--- config.mk ---
export PLATFORM = sky130hd
export DESIGN_NAME = mac_rx_frame_parser_flat
export DESIGN_NICKNAME = d
export VERILOG_FILES = /design/src/rtl/mac_rx_frame_parser_if.sv /design/src/rtl/mac_rx_frame_parser.sv /design/src/flat_wrapper.sv
export SDC_FILE = /design/constraint.sdc
export NUM_CORES = 1
export LEC_CHECK = 0
export CAP_MARGIN = 15
export CORE_ASPECT_RATIO = 1.25
export CORE_MARGIN = 2
export CORE_UTILIZATION = 36
export CTS_CLUSTER_SIZE = 10
export DETAILED_ROUTE_END_ITERATION = 10
export SLEW_MARGIN = 10
export SYNTH_ARGS = -nofsm -noshare
export SYNTH_HDL_FRONTEND = slang
export SYNTH_SLANG_ARGS = --single-unit
--- constraint.sdc ---
create_clock -name i_clk -period 10 [get_ports i_clk]
set_input_delay 2 -clock i_clk [delete_from_list [all_inputs] [get_ports i_clk]]
set_output_delay 2 -clock i_clk [all_outputs]
set_load 0.1 [all_outputs]
--- src/rtl/mac_rx_frame_parser_if.sv ---
// GMII receive byte stream in, parsed payload stream and CRC verdict out.
// The parser is the master of the payload stream.
interface mac_rx_frame_parser_if;
   logic [7:0]  i_gmii_data;
   logic        i_gmii_dv;
   logic [15:0] o_mac_type;
   logic [7:0]  o_mac_data;
   logic        o_mac_valid;
   logic        o_mac_last;
   logic        o_crc_valid;
   logic        o_crc_error;

   modport master (
      input  i_gmii_data,
      input  i_gmii_dv,
      output o_mac_type,
      output o_mac_data,
      output o_mac_valid,
      output o_mac_last,
      output o_crc_valid,
      output o_crc_error
   );

   modport slave (
      output i_gmii_data,
      output i_gmii_dv,
      input  o_mac_type,
      input  o_mac_data,
      input  o_mac_valid,
      input  o_mac_last,
      input  o_crc_valid,
      input  o_crc_error
   );
endinterface

--- src/rtl/mac_rx_frame_parser.sv ---
// Ethernet rx front end: strips preamble/SFD, filters on destination MAC,
// extracts EtherType, checks CRC32 and forwards the payload with FCS removed.
module mac_rx_frame_parser #(
   parameter logic [47:0] P_LOCAL_MAC    = 48'h00_0A_35_01_FE_C0,
   parameter bit          P_ACCEPT_BCAST = 1'b1,
   parameter int          P_MAX_PAYLOAD  = 1500
) (
   input  logic                  i_clk,
   input  logic                  i_rst,
   mac_rx_frame_parser_if.master bus
);

   localparam int          W       = $clog2(P_MAX_PAYLOAD + 1);
   localparam logic [31:0] RESIDUE = 32'hDEBB20E3;

   typedef enum logic [2:0] {
      IDLE,
      PREAMBLE,
      HEADER,
      PAYLOAD,
      DROP,
      END
   } state_t;

   state_t         state;
   logic [7:0]     d_r;
   logic           dv_r;
   logic           dv_p;
   logic           armed;
   logic [2:0]     pre_cnt;
   logic [3:0]     hdr_cnt;
   logic [2:0]     fill;
   logic [W-1:0]   out_cnt;
   logic           oversize;
   logic           m_local;
   logic           m_bcast;
   logic [7:0]     type_hi;
   logic [31:0]    crc;
   logic [31:0]    crc_next;
   logic [7:0]     dl [0:4];
   logic [7:0]     mac_b;
   logic           hit_local;
   logic           hit_bcast;
   logic           start;
   logic           room;

   function automatic logic [31:0] crc_upd(input logic [31:0] c,
                                           input logic [7:0]  d);
      logic [31:0] r;
      r = c ^ {24'h0, d};
      for (int i = 0; i < 8; i++)
         r = r[0] ? ((r >> 1) ^ 32'hEDB88320) : (r >> 1);
      return r;
   endfunction

   always_comb begin
      mac_b = 8'h00;
      case (hdr_cnt)
         4'd0:    mac_b = P_LOCAL_MAC[47:40];
         4'd1:    mac_b = P_LOCAL_MAC[39:32];
         4'd2:    mac_b = P_LOCAL_MAC[31:24];
         4'd3:    mac_b = P_LOCAL_MAC[23:16];
         4'd4:    mac_b = P_LOCAL_MAC[15:8];
         4'd5:    mac_b = P_LOCAL_MAC[7:0];
         default: mac_b = 8'h00;
      endcase
   end

   assign crc_next  = crc_upd(crc, d_r);
   assign hit_local = m_local && (d_r == mac_b);
   assign hit_bcast = m_bcast && (d_r == 8'hFF);
   // armed blocks a false start when reset releases mid-frame
   assign start     = armed && dv_r && !dv_p;
   assign room      = out_cnt < W'(P_MAX_PAYLOAD);

   always_ff @(posedge i_clk or posedge i_rst) begin
      if (i_rst) begin
         state           <= IDLE;
         d_r             <= '0;
         dv_r            <= 1'b0;
         dv_p            <= 1'b0;
         armed           <= 1'b0;
         pre_cnt         <= '0;
         hdr_cnt         <= '0;
         fill            <= '0;
         out_cnt         <= '0;
         oversize        <= 1'b0;
         m_local         <= 1'b0;
         m_bcast         <= 1'b0;
         type_hi         <= '0;
         crc             <= '1;
         for (int i = 0; i < 5; i++)
            dl[i] <= '0;
         bus.o_mac_type  <= '0;
         bus.o_mac_data  <= '0;
         bus.o_mac_valid <= 1'b0;
         bus.o_mac_last  <= 1'b0;
         bus.o_crc_valid <= 1'b0;
         bus.o_crc_error <= 1'b0;
      end else begin
         d_r  <= bus.i_gmii_data;
         dv_r <= bus.i_gmii_dv;
         dv_p <= dv_r;
         if (!dv_r)
            armed <= 1'b1;
         bus.o_mac_valid <= 1'b0;
         bus.o_mac_last  <= 1'b0;
         bus.o_crc_valid <= 1'b0;
         bus.o_crc_error <= 1'b0;
         case (state)
            // END doubles as IDLE so a 1-cycle IFG is not missed
            IDLE, END: begin
               state <= IDLE;
               if (start) begin
                  if (d_r == 8'h55) begin
                     state   <= PREAMBLE;
                     pre_cnt <= 3'd1;
                  end else begin
                     state <= DROP;
                  end
               end
            end
            PREAMBLE: begin
               if (!dv_r) begin
                  state <= IDLE;
               end else if (d_r == 8'h55 && pre_cnt != 3'd7) begin
                  pre_cnt <= pre_cnt + 3'd1;
               end else if (d_r == 8'hD5 && pre_cnt == 3'd7) begin
                  state   <= HEADER;
                  crc     <= '1;
                  hdr_cnt <= '0;
                  m_local <= 1'b1;
                  m_bcast <= P_ACCEPT_BCAST;
               end else begin
                  state <= DROP;
               end
            end
            HEADER: begin
               if (!dv_r) begin
                  state <= IDLE;
               end else begin
                  crc     <= crc_next;
                  hdr_cnt <= hdr_cnt + 4'd1;
                  if (hdr_cnt < 4'd6) begin
                     m_local <= hit_local;
                     m_bcast <= hit_bcast;
                  end
                  if (hdr_cnt == 4'd5 && !hit_local && !hit_bcast)
                     state <= DROP;
                  if (hdr_cnt == 4'd12)
                     type_hi <= d_r;
                  if (hdr_cnt == 4'd13) begin
                     bus.o_mac_type <= {type_hi, d_r};
                     state          <= PAYLOAD;
                     fill           <= '0;
                     out_cnt        <= '0;
                     oversize       <= 1'b0;
                  end
               end
            end
            PAYLOAD: begin
               if (dv_r) begin
                  crc   <= crc_next;
                  dl[0] <= d_r;
                  for (int i = 1; i < 5; i++)
                     dl[i] <= dl[i-1];
                  if (fill != 3'd5) begin
                     fill <= fill + 3'd1;
                  end else if (room) begin
                     bus.o_mac_data  <= dl[4];
                     bus.o_mac_valid <= 1'b1;
                     out_cnt         <= out_cnt + W'(1);
                  end else begin
                     oversize <= 1'b1;
                  end
               end else if (fill == 3'd5) begin
                  // dl[3:0] hold the FCS and are discarded
                  if (room) begin
                     bus.o_mac_data  <= dl[4];
                     bus.o_mac_valid <= 1'b1;
                  end
                  bus.o_mac_last  <= 1'b1;
                  bus.o_crc_valid <= 1'b1;
                  bus.o_crc_error <= (crc != RESIDUE) || oversize || !room;
                  state           <= END;
               end else begin
                  state <= IDLE;
               end
            end
            DROP: begin
               if (!dv_r)
                  state <= IDLE;
            end
            default: state <= IDLE;
         endcase
      end
   end

endmodule
--- src/flat_wrapper.sv ---
// flat-port wrapper written by rule: the top's interface ports become plain ports
module mac_rx_frame_parser_flat 
#(
   parameter logic [47:0] P_LOCAL_MAC    = 48'h00_0A_35_01_FE_C0,
   parameter bit          P_ACCEPT_BCAST = 1'b1,
   parameter int          P_MAX_PAYLOAD  = 1500
)
  (i_clk, i_rst, bus_i_gmii_data, bus_i_gmii_dv, bus_o_mac_type, bus_o_mac_data, bus_o_mac_valid, bus_o_mac_last, bus_o_crc_valid, bus_o_crc_error);
  mac_rx_frame_parser_if bus_i ();
  input  logic i_clk;
  input  logic i_rst;
  input wire logic [$bits(bus_i.i_gmii_data)-1:0] bus_i_gmii_data;
  input wire logic [$bits(bus_i.i_gmii_dv)-1:0] bus_i_gmii_dv;
  output wire logic [$bits(bus_i.o_mac_type)-1:0] bus_o_mac_type;
  output wire logic [$bits(bus_i.o_mac_data)-1:0] bus_o_mac_data;
  output wire logic [$bits(bus_i.o_mac_valid)-1:0] bus_o_mac_valid;
  output wire logic [$bits(bus_i.o_mac_last)-1:0] bus_o_mac_last;
  output wire logic [$bits(bus_i.o_crc_valid)-1:0] bus_o_crc_valid;
  output wire logic [$bits(bus_i.o_crc_error)-1:0] bus_o_crc_error;
  assign bus_i.i_gmii_data = bus_i_gmii_data;
  assign bus_i.i_gmii_dv = bus_i_gmii_dv;
  assign bus_o_mac_type = bus_i.o_mac_type;
  assign bus_o_mac_data = bus_i.o_mac_data;
  assign bus_o_mac_valid = bus_i.o_mac_valid;
  assign bus_o_mac_last = bus_i.o_mac_last;
  assign bus_o_crc_valid = bus_i.o_crc_valid;
  assign bus_o_crc_error = bus_i.o_crc_error;
  mac_rx_frame_parser #(.P_LOCAL_MAC(P_LOCAL_MAC), .P_ACCEPT_BCAST(P_ACCEPT_BCAST), .P_MAX_PAYLOAD(P_MAX_PAYLOAD)) u_core (.i_clk(i_clk), .i_rst(i_rst), .bus(bus_i));
endmodule
==> out/results.txt, run 1 <==
The number of buffers inserted during clock tree synthesis is 17. By count the netlist is led by dfrtp_1, nand2_1, mux2_2. The H-tree was split into 4 levels.

TritonCTS built the clock tree. The run gives 0 as the number of warnings reported in the yosys synthesis log. Synthesis inferred 145 register bits.

The required time of the critical path is 8.00 ns. The global placement routability congestion came out at 0.8926. The routed layout has 4458 vias. The number of rows created at floorplan was 56; the DRC violation count after routing was 0.

After clock tree synthesis, the flow added hold-fix buffers numbering 0. The buffers plus inverters on the worst setup path was 1. Counting distinct cell types in the post-synthesis netlist gives 54. The logs give 0 for the max-slew violation count and 119.0 µV for the peak supply drop.

The worst hold slack across all endpoints is 0.4704 ns, and the insertion delay of the later-clocked pin in the worst-skew pair is 0.42 ns. The tools report the number of global-route vias before repair as 4626. Walking the worst path, the cells encountered are clkdlybuf4s50_1.

The share of the Yosys chip area taken by registers is 53.49%. The kind of launch point of the worst setup path was a register. Counting flops with an async set or reset pin after synthesis yields a share of 100.0%.

Counting the fill cells in the layout gives 1737. After technology mapping, the gate count stands at 605. The number of antenna diodes in the final layout is 0. The detail route stage leaves a number of antenna-violating nets equal to 0.

For the worst setup path, the data arrival time is 1.92 ns. The number of DRC markers in iteration 0 came out at 239. The share of layout cells above drive strength 1 is 21.78%, and the clock slew at the register clock pins of the worst setup and hold paths is 0.06 ns. The commonest register cell after synthesis is dfrtp_1. For the finished layout, the period the worst path requires is 3.924 ns. The tools report the reported max-cap violation count as 0.

Number of antenna violations at the first check in global routing: 0. Counting flops with a built-in enable in the synthesized netlist gives 0. Global routing consumed, over all layers together, 15.05% of the routing resources. Final hold violation count: 0. The worst hold path belongs to the class register to register. Overall power consumption after layout is estimated at 1.309 mW.

In the final timing run, aggregate negative setup slack is 0 ns. Counting every net in the synthesized netlist gives 625. The run gives 0 as the number of buffers inserted to repair setup after CTS.

The share of the synthesized area in the top cell type came out at 41.23%. After detailed routing, the total wire length is 14050 µm. The maximum number of buffers from clock root to sink was 2; the number of nets in the finished design was 659. Fmax: 0.2549 GHz. Setup violations remaining at the end of the flow were counted as 0. The worst register-to-register path has a setup slack of 7.45 ns. The largest single stage delay on the critical path is 1.14 ns. Cell type contributing the most total cell area after synthesis: dfrtp_1. The height of the chip works out to 158.3 µm. For the pin with the worst max-slew slack, the measured transition is 0.9814 ns. The mapped netlist covers 0.006858 mm². Most instantiated library cell after synthesis: dfrtp_1. Of all nets on the critical path, the largest fanout is 2. The tree is rooted in a clkbuf_16. Dividing the final minimum period by the clock period gives 39.24%. Setup repair after global routing left no endpoint under its margin. For the number of cells upsized or downsized after cts, the log shows 0. The total power per unit cell area is 163.0 mW/mm².

Clock tree synthesis found a total of 145 sinks. The static leakage was 3.536 nW. In the routed layout, each cell is associated on average with a via count of 5.043. Category of the critical setup timing path: register to output port.

The first detailed-routing pass ran for 4 iterations. Area of the die: 0.02018 mm². The first global-routing pass estimated 23720 µm of wire. Yosys attributes the largest share of cell area to dfrtp_1, dfstp_2, mux2_2.

The setup skew after layout was 0.01185 ns; the detailed placer's ending HPWL was 9561 µm. Input and output buffers added on the ports amount to 38. The area growth from synthesis to layout is 17.08%. The initial utilization of the core area, before any placement, comes to 36.66%. The routed wirelength normalized by instance count was 15.89 µm. The run finished with clean final reports. In this run the tightest slew margin relative to its limit is 34.37%. STA classifies the critical path endpoint as an output port. Entering global routing, the biggest net connects 77 pins. On the critical path, the stage with the largest delay is an instance of clkdlybuf4s50_1. During I/O placement, the number of pins put on the boundary was 39. The placeable core region came out at 0.01871 mm².

Broken down by cell family, the worst path's largest delay share belongs to buffers and inverters. The average instance in the mapped netlist occupies 11.34 µm². The overflow left after global routing is 0.

From left edge to right edge, the die measures 127.5 µm.
tightest hold or removal path, stage by stage, from the launching register on:
cell     delay, ns
dfrtp_1       0.34
nand2_1       0.05
nand2_1       0.05
state kept, by name, summed over array words and instances, names as in the netlist:
register and cells:
u_core.m_bcast 1, u_core.dv_r 1, u_core.bus.o_mac_data 8, u_core.crc 32
u_core.dl 40, u_core.oversize 1, u_core.dv_p 1, u_core.hdr_cnt 4
u_core.m_local 1, u_core.bus.o_mac_last 1, u_core.out_cnt 11, u_core.fill 3
u_core.bus.o_mac_type 16, u_core.pre_cnt 3, u_core.d_r 8, u_core.armed 1
u_core.bus.o_mac_valid 1, u_core.type_hi 8, u_core.bus.o_crc_error 1, u_core.state 3
logic make-up (layout without fill, tap and decap cells):
kind of cell | after synthesis | count (layout) | synth area share, %
AO/OA/AOI/OAI | 76 | 76 | 6.641
flip-flops | 145 | 145 | 53.49
AND/OR/NAND/NOR | 193 | 193 | 13.39
XOR/XNOR | 86 | 86 | 13.12
buffers and inverters | 38 | 85 | 2.226
adder cells (fa/ha/maj) | 9 | 9 | 1.642
multiplexers | 58 | 58 | 9.487
metal layers:
| layer | part of all wire [%] | GRT usage [%] |
|---|---|---|
| met5 | 0 | 0 |
| met4 | 2.2 | 7.274 |
| met3 | 2.6 | 3.058 |
| met2 | 51 | 25.08 |
| met1 | 45 | 18.75 |
metrics by stage:
stage               setup WS [ns]  instances  cell area [µm²]  util, %
CTS                         6.057        884             8029    42.92
finish                      6.076        884             8029    42.92
floorplan                   4.158        605             6858        -
detailed placement          6.040        852             7471    39.93
global route                6.030        884             8029    42.92
global placement            6.104        852             7471    39.93
where the power goes:
| part | internal, mW | switching [mW] | total [mW] |
|---|---|---|---|
| Sequential | 0.593 | 0.0149 | 0.608 |
| Combinational | 0.0442 | 0.0550 | 0.0992 |
| Clock | 0.351 | 0.251 | 0.602 |
| Total | 0.988 | 0.321 | 1.31 |
area by class of cell:
type	instances	area, µm²	area share, %
sequential	145	3669	45.69
multi-input combinational	422	3052	38.01
clock buffer	21	450.4	5.610
timing repair buffer	43	417.9	5.205
tap	232	290.3	3.615
clock inverter	11	107.6	1.340
inverter	10	42.54	0.5298
path summary, 6_finish.rpt:
| path | start | end | depth (start not counted) |
|---|---|---|---|
| min | u_core.bus.o_mac_type[9] | u_core.bus.o_mac_type[9] | 2 |
| min reg2reg | u_core.bus.o_mac_type[9] | u_core.bus.o_mac_type[9] | 2 |
| max | u_core.bus.o_mac_type[15] | bus_o_mac_type[15] | 1 |
| max reg2reg | u_core.hdr_cnt[1] | u_core.state[2] | 8 |
| min in group asynchronous | i_rst | u_core.bus.o_mac_data[5] | 2 |
| max in group asynchronous | i_rst | u_core.hdr_cnt[2] | 3 |
cell usage in the layout, fill, tap and decap left out, types with 3 or more instances in the layout:
cell type        instances
a21oi_1                 37
and3_1                   5
and4_1                   4
buf_4                    5
clkbuf_1                 3
clkbuf_16               17
clkdlybuf4s50_1         38
clkinvlp_4               4
dfrtp_1                113
dfstp_2                 32
ha_1                     9
inv_1                    9
inv_6                    5
mux2_2                  56
nand2_1                 76
nand2b_1                 4
nand3_1                 10
nand3b_1                 4
nand4_1                  8
nand4b_1                 3
nor2_1                  26
nor2b_1                  3
nor3_1                  36
nor4_1                   4
o21ai_0                 15
xnor2_1                 51
xnor2_2                  7
xnor2_4                  3
xor2_1                  23
Note: power is estimated with default switching activity, not from simulation.
==> run 2, diff against run 1 <==
==> constraint.sdc (replaced) <==
create_clock -name i_clk -period 4 [get_ports i_clk]
set_input_delay 0.8 -clock i_clk [delete_from_list [all_inputs] [get_ports i_clk]]
set_output_delay 0.8 -clock i_clk [all_outputs]
set_load 0.1 [all_outputs]
==> run 2 against run 1 <==
Clock power increased to 2.7 times the previous value. Global-route usage is 0.16 points lower. Final cell count increased by 0.11%. Worst setup slack got worse by 4.8 ns. Flip-flop and latch count unchanged. Critical path depth is the same. Core utilization increased by 0.31 points. First-iteration DRC count rose by 9.6%. Via count up 1.2%.
==> out/results.txt, run 2 (synthesized netlist as in run 1, its figures left out) <==
The library cells used most frequently in the layout, excluding fill and tap cells, are dfrtp_1, nand2_1, mux2_2, xnor2_1, clkdlybuf4s50_1. The tools report the number of global-route vias before repair as 4713. In the routed layout, each cell is associated on average with a via count of 5.097. For the maximum number of buffers from clock root to sink, the log shows 2.

The final antenna diode count came out at 0. The setup skew after layout came out at 0.01149 ns. The most flop-heavy register is u_core.dl. The number of nets with antenna violations after routing came out at 0. The worst stage delay on the critical path is 1.14 ns. Buffers inserted to repair hold after CTS numbered 0.

Cell internal power was estimated by the tool at 2.532 mW. Setup repair after global routing left no endpoint under its margin. The tools report the kind of launch point of the worst setup path as a register. The final route contains 4511 vias. In the final layout, the registers with the most flip-flops are u_core.dl: 40 flops, u_core.crc: 32 flops, u_core.bus.o_mac_type: 16 flops.

For this design the total switching power over the nets is 0.8393 mW. After detailed routing, the number of remaining DRC violations is 0. The floorplan step set the die width to 127.5 µm. Headroom to the max-slew limit came out at 34.06%. Max-cap violations in this run came to 0. In this run the static leakage power is 3.577 nW. The CTS sink count came out at 145. The logs give 0 for the max-slew violation count and 0 for the final hold violation count. The height of the chip was 158.3 µm. CTS built an H-tree with a depth of 4. After detailed routing, the average wire length per cell comes to 16.00 µm.

For this run, the top clock speed supported by timing is 0.3667 GHz. The area growth from synthesis to layout is 17.93%. The number of cells upsized or downsized after cts was 0. Entering global routing, the biggest net connects 86 pins.

After the first detailed-routing iteration, the DRC count stood at 262. After detailed placement, the total cell area comes to 0.007490 mm². The peak supply drop was 222.5 µV. The category of the critical setup timing path is register to output port.

Wire length of the first global-routing pass: 23480 µm. The logs give 0 for the count of endpoints failing setup in the final report and 56 for the number of rows created at floorplan. Walking the worst path, the cells encountered are clkdlybuf4s50_1. Data on the critical path is required at its endpoint by 3.20 ns. Clock root buffer: clkbuf_16.

After the last flow step, the layout net total stands at 660. The number of clock buffers added by TritonCTS is 17. Once detailed placement completed, the half-perimeter wirelength came to 9693 µm. Combinational logic is responsible for 7.5% of the overall power. The first detailed-routing pass ran for 4 iterations.

In this run the power density over the cells is 416.9 mW/mm². Per report_power, the sequential group accounts for 45.1% of the total. In this design, the largest share of critical-path delay is due to buffers and inverters. Once layout is done, the placed cells without fillers occupy 0.008088 mm². The buffers plus inverters on the worst setup path came out at 1. Among all stages on the critical path, the largest delay is contributed by clkdlybuf4s50_1. Routability-driven placement finished with a final weighted congestion of 0.7970.

The flow ran to the end, and the final reports show no timing, DRC or antenna violations. After clock tree synthesis, the clock-pin slew on the worst setup and hold paths is 0.06 ns. The overflow left after global routing was 0; the part of the cycle the worst path needs was 68.18%. The commonest non-fill, non-tap cell in the layout was dfrtp_1.

Clock latency on the worst-skew pair, taken at its later pin, is 0.43 ns. The sum of routed wire length over all layers is 14160 µm, and the overall track demand over capacity in global routing is 14.89%. The register with the most flip-flops in the layout has 40 of them. Starting density of the core: 36.66%.

TritonCTS built the clock tree. For the final routed database, the setup TNS stands at 0 ns. The smallest clock period supported by the final layout is computed as 2.727 ns. The number of buffers inserted to repair setup after CTS came out at 0. Of the total power, the clock network draws 47.5%. The critical-path maximum fanout is 2. For the number of I/O pins, the log shows 39.

The slew at the pin closest to its max-slew limit was 0.9860 ns; the total of buffers placed on input and output ports was 38. The tools report the element type at the critical path end as an output port. The number of antenna violations at the first check in global routing was 0. The die covers 0.02018 mm². The share of layout cells above drive strength 1 was 22.51%. The type of the worst min-delay path is register to register.

Net switching is 24.89% of the power. At the worst endpoint, the arrival time is 1.93 ns. The total area inside the core boundary comes to 0.01871 mm².
-- run 2: cell types whose count changed in the layout (fill, tap and decap cells not counted), moves of 2 or more --
cell and delta:
clkbuf_1 -3, inv_8 +3, clkinv_2 +2, clkinv_4 +2
clkinvlp_4 -2
-- run 2: final cells by class --
type / instances / area, µm²
clock buffers: 17 / 425.4
inverters: 10 / 41.29
repair buffers: 44 / 437.9
clock inverters: 15 / 172.7
multi-input cells: 422 / 3052
well taps: 232 / 290.3
fillers: 1704 / 10620
flip-flops and latches: 145 / 3669
-- run 2: power groups by stage --
stage                     clock network [mW]  logic (mW)  registers (mW)
after CTS                               1.64       0.255            1.52
after global routing                    1.71       0.278            1.52
after detailed placement                   0       0.252            1.54
after global placement                     0       0.251            1.54
final                                   1.60       0.252            1.52
after floorplan                            0       0.212            1.52
-- run 2: final timing paths --
check | start | endpoint | slack (ns) | depth (start not counted)
worst max-delay path | u_core.bus.o_mac_type[0] | bus_o_mac_type[0] | 1.27 | 1
worst min-delay path | u_core.bus.o_mac_type[1] | u_core.bus.o_mac_type[1] | 0.47 | 2
worst max register to register | u_core.hdr_cnt[1] | u_core.state[2] | 1.57 | 8
worst min register to register | u_core.bus.o_mac_type[1] | u_core.bus.o_mac_type[1] | 0.47 | 2
max in group asynchronous | i_rst | u_core.crc[23] | 2.31 | 3
min in group asynchronous | i_rst | u_core.d_r[5] | 0.80 | 2
-- run 2: metal layers --
metal,vias up,GRT usage [%],routed length (µm)
met5,-,0,0
met4,0,5.965,325
met3,27,3.730,432
met2,71,26.48,7279
met1,2253,17.19,6124
li1,2160,-,-
-- run 2: metrics by stage --
stage                     power, mW  hold slack, ns  setup WS, ns  util (%)  instances
after floorplan               1.731          0.3519         1.407         -        605
after global placement        1.795          0.4578         1.645     40.03        853
after detailed placement      1.797          0.4615         1.592     40.03        853
after CTS                     3.413          0.4769         1.244     43.23        885
after global routing          3.513          0.4870         1.218     43.23        885
final                         3.372          0.4707         1.273     43.23        885
==> run 3, diff against run 2 <==
==> constraint.sdc (replaced) <==
create_clock -name i_clk -period 2.8 [get_ports i_clk]
set_input_delay 0.56 -clock i_clk [delete_from_list [all_inputs] [get_ports i_clk]]
set_output_delay 0.56 -clock i_clk [all_outputs]
set_load 0.1 [all_outputs]
==> run 3 against run 2 <==
Register-to-register slack worse by 1.1 ns. Flip-flop and latch count is the same. Final cell count grew 0.34%. Clock skew is 0.00051 ns lower. Via count fell by 0.18%. Hold slack better by 0.0037 ns. Largest power group unchanged.
==> out/results.txt, run 3 (synthesized netlist as in run 1, its figures left out) <==
Hold is met by 0.4744 ns. Cells with a size suffix above 1 make up 26.98% of the layout. The final route contains 4503 vias. The cell family with the largest share of critical-path delay was compound AO/OA/AOI/OAI gates. The worst register-to-register path has a setup slack of 0.44 ns. Detailed-routing iteration count for the pre-antenna-repair pass: 4. TritonCTS built the clock tree.

The tool flagged a number of max-cap violations equal to 0. Relative slew slack: 54.49%. In this run the count of I/O pins placed on the die edge is 39. The insertion delay of the later-clocked pin in the worst-skew pair was 0.42 ns; the via-per-instance ratio was 5.071. For this block, the initial DRC count from the detailed router was 326.

For the peak supply drop, the log shows 382.9 µV. The library cell used most frequently in the layout, excluding fill and tap cells, is dfrtp_1. The category of the critical setup timing path is register to register. The element type at the critical path end is a register.

Together, buffers and inverters on the worst path number 2. The tools report the clock root buffer as clkbuf_16. Setup repair after global routing left no endpoint under its margin. The DRC violation count after routing is 0, and the total power per unit cell area is 595.4 mW/mm². In the layout the commonest cells are dfrtp_1, nand2_1, mux2_2, xnor2_1, a21oi_1. The arrival time of data at the critical path endpoint was 2.67 ns.

For the number of global-route vias before repair, the log shows 4624. Traced cell by cell, the critical path runs through inv_1 -> ha_1 -> or2_2 -> a211oi_1 -> o21ai_0 -> a2111oi_0 -> buf_4 -> o211ai_1 -> o211a_1. The logs give 0.4237 GHz for the fmax and 1722 for the filler cell count.

Port buffering added 38 buffers. The number of hold buffers added after CTS was 0. In this run the static leakage power is 3.657 nW. The logs give 0 for the number of antenna violations at the first check in global routing and 0.01098 ns for the setup skew after layout.

After detailed routing, the average wire length per cell comes to 15.91 µm. Area of the die: 0.02018 mm². The part of the cycle the worst path needs was 84.29%. The global placement routability congestion was 0.8130. Of all nets on the critical path, the largest fanout is 7. The number of clock buffers added by TritonCTS is 17. The startpoint identified for the worst register-to-register timing path is u_core.hdr_cnt[1].

The critical path's slowest cell is dfrtp_1. The flow ran to the end, and the final reports show no timing, DRC or antenna violations. The register with the most flip-flops in the final layout is u_core.dl. The H-tree was split into 4 levels. Number of nets with antenna violations after routing: 0. The first global-routing pass estimated 23410 µm of wire. STA classifies the critical path startpoint as a register.

The tools report the sum of routed wire length over all layers as 14130 µm. The die is 158.3 µm tall. Launch instance of the worst min-delay path: u_core.type_hi[0]. The critical path starts at u_core.hdr_cnt[1]. For this configuration, the core starts out at a cell density of 36.66%. The clock slew at the register clock pins of the worst setup and hold paths is 0.06 ns, and the footprint of the flip-flops and latches is 0.003669 mm².

Gates resized during post-CTS repair numbered 0. The run gives 0 as the max-slew violation count. The detailed placer's ending HPWL was 9711 µm; the worst stage delay on the critical path was 0.42 ns.

The area growth from synthesis to final layout is 17.66%, and the overall track demand over capacity in global routing is 14.91%. In the final layout, the registers with the most flip-flops are u_core.dl: 40 flops, u_core.crc: 32 flops, u_core.bus.o_mac_type: 16 flops. Final sum of negative setup slack: 0 ns.

The min-delay analysis places its worst path in the category register to register. Total power for the finished layout comes to 4.804 mW. The final critical-path required period is 2.360 ns. The clock passes through at most 2 buffers. The final hold violation count was 0; the number of flip-flops under the largest register name was 40. 0 antenna diodes ended up in the layout.

After clock tree synthesis, the setup repair step added 0 buffers. The clock drives 145 sinks. For the number of nets in the finished design, the log shows 663. The initialized floorplan defines 56 standard-cell rows.

Entering global routing, the biggest net connects 88 pins. Setup violations remaining at the end of the flow were counted as 0. The core region is 0.01871 mm².

Global routing finished with a remaining overflow of 0. The tools report the area of the multi-input gates as 0.003052 mm². At the pin with the least slew margin, the transition time is 0.6811 ns. The run gives 3.11 ns as the required time of the critical path. The die is 127.5 µm wide.
==> run 3: worst paths after layout <==
check | endpoint | depth (start not counted)
min | u_core.bus.o_mac_type[8] | 2
min in group asynchronous | u_core.d_r[5] | 3
max | u_core.state[2] | 9
max reg2reg | u_core.state[2] | 9
min reg2reg | u_core.bus.o_mac_type[8] | 2
max in group asynchronous | u_core.state[0] | 3
==> run 3: through the flow <==
step	area [µm²]	utilization [%]	setup WS, ns	cells
after floorplan	6862	-	0.4471	605
after global placement	7467	39.91	0.5305	856
after detailed placement	7467	39.91	0.4418	856
after CTS	8069	43.13	0.4278	888
after global routing	8069	43.13	0.08074	888
final	8069	43.13	0.4399	888
==> run 3: area by class of cell <==
cell class,count,area share [%]
Multi-Input combinational cell,422,37.82
Clock inverter,15,2.186
Sequential cell,145,45.46
Clock buffer,17,5.272
Inverter,10,0.5117
Tap cell,232,3.597
Timing Repair Buffer,47,5.148
==> run 3: metal layers <==
metal / wire (µm) / track usage, %
met1: 6331 / 18.13
met2: 7100 / 25.36
met5: 0 / 0
met3: 331 / 3.192
met4: 365 / 7.012
==> run 3: power breakdown <==
| part | switching (mW) | total (mW) | internal, mW |
|---|---|---|---|
| Sequential | 0.0528 | 2.17 | 2.12 |
| Combinational | 0.200 | 0.364 | 0.164 |
| Clock | 0.933 | 2.27 | 1.34 |
==> run 3: worst min-delay path: stages (launching register included) <==
cell and delay [ns]:
dfrtp_1 0.34, nand2_1 0.05, nand2_1 0.05
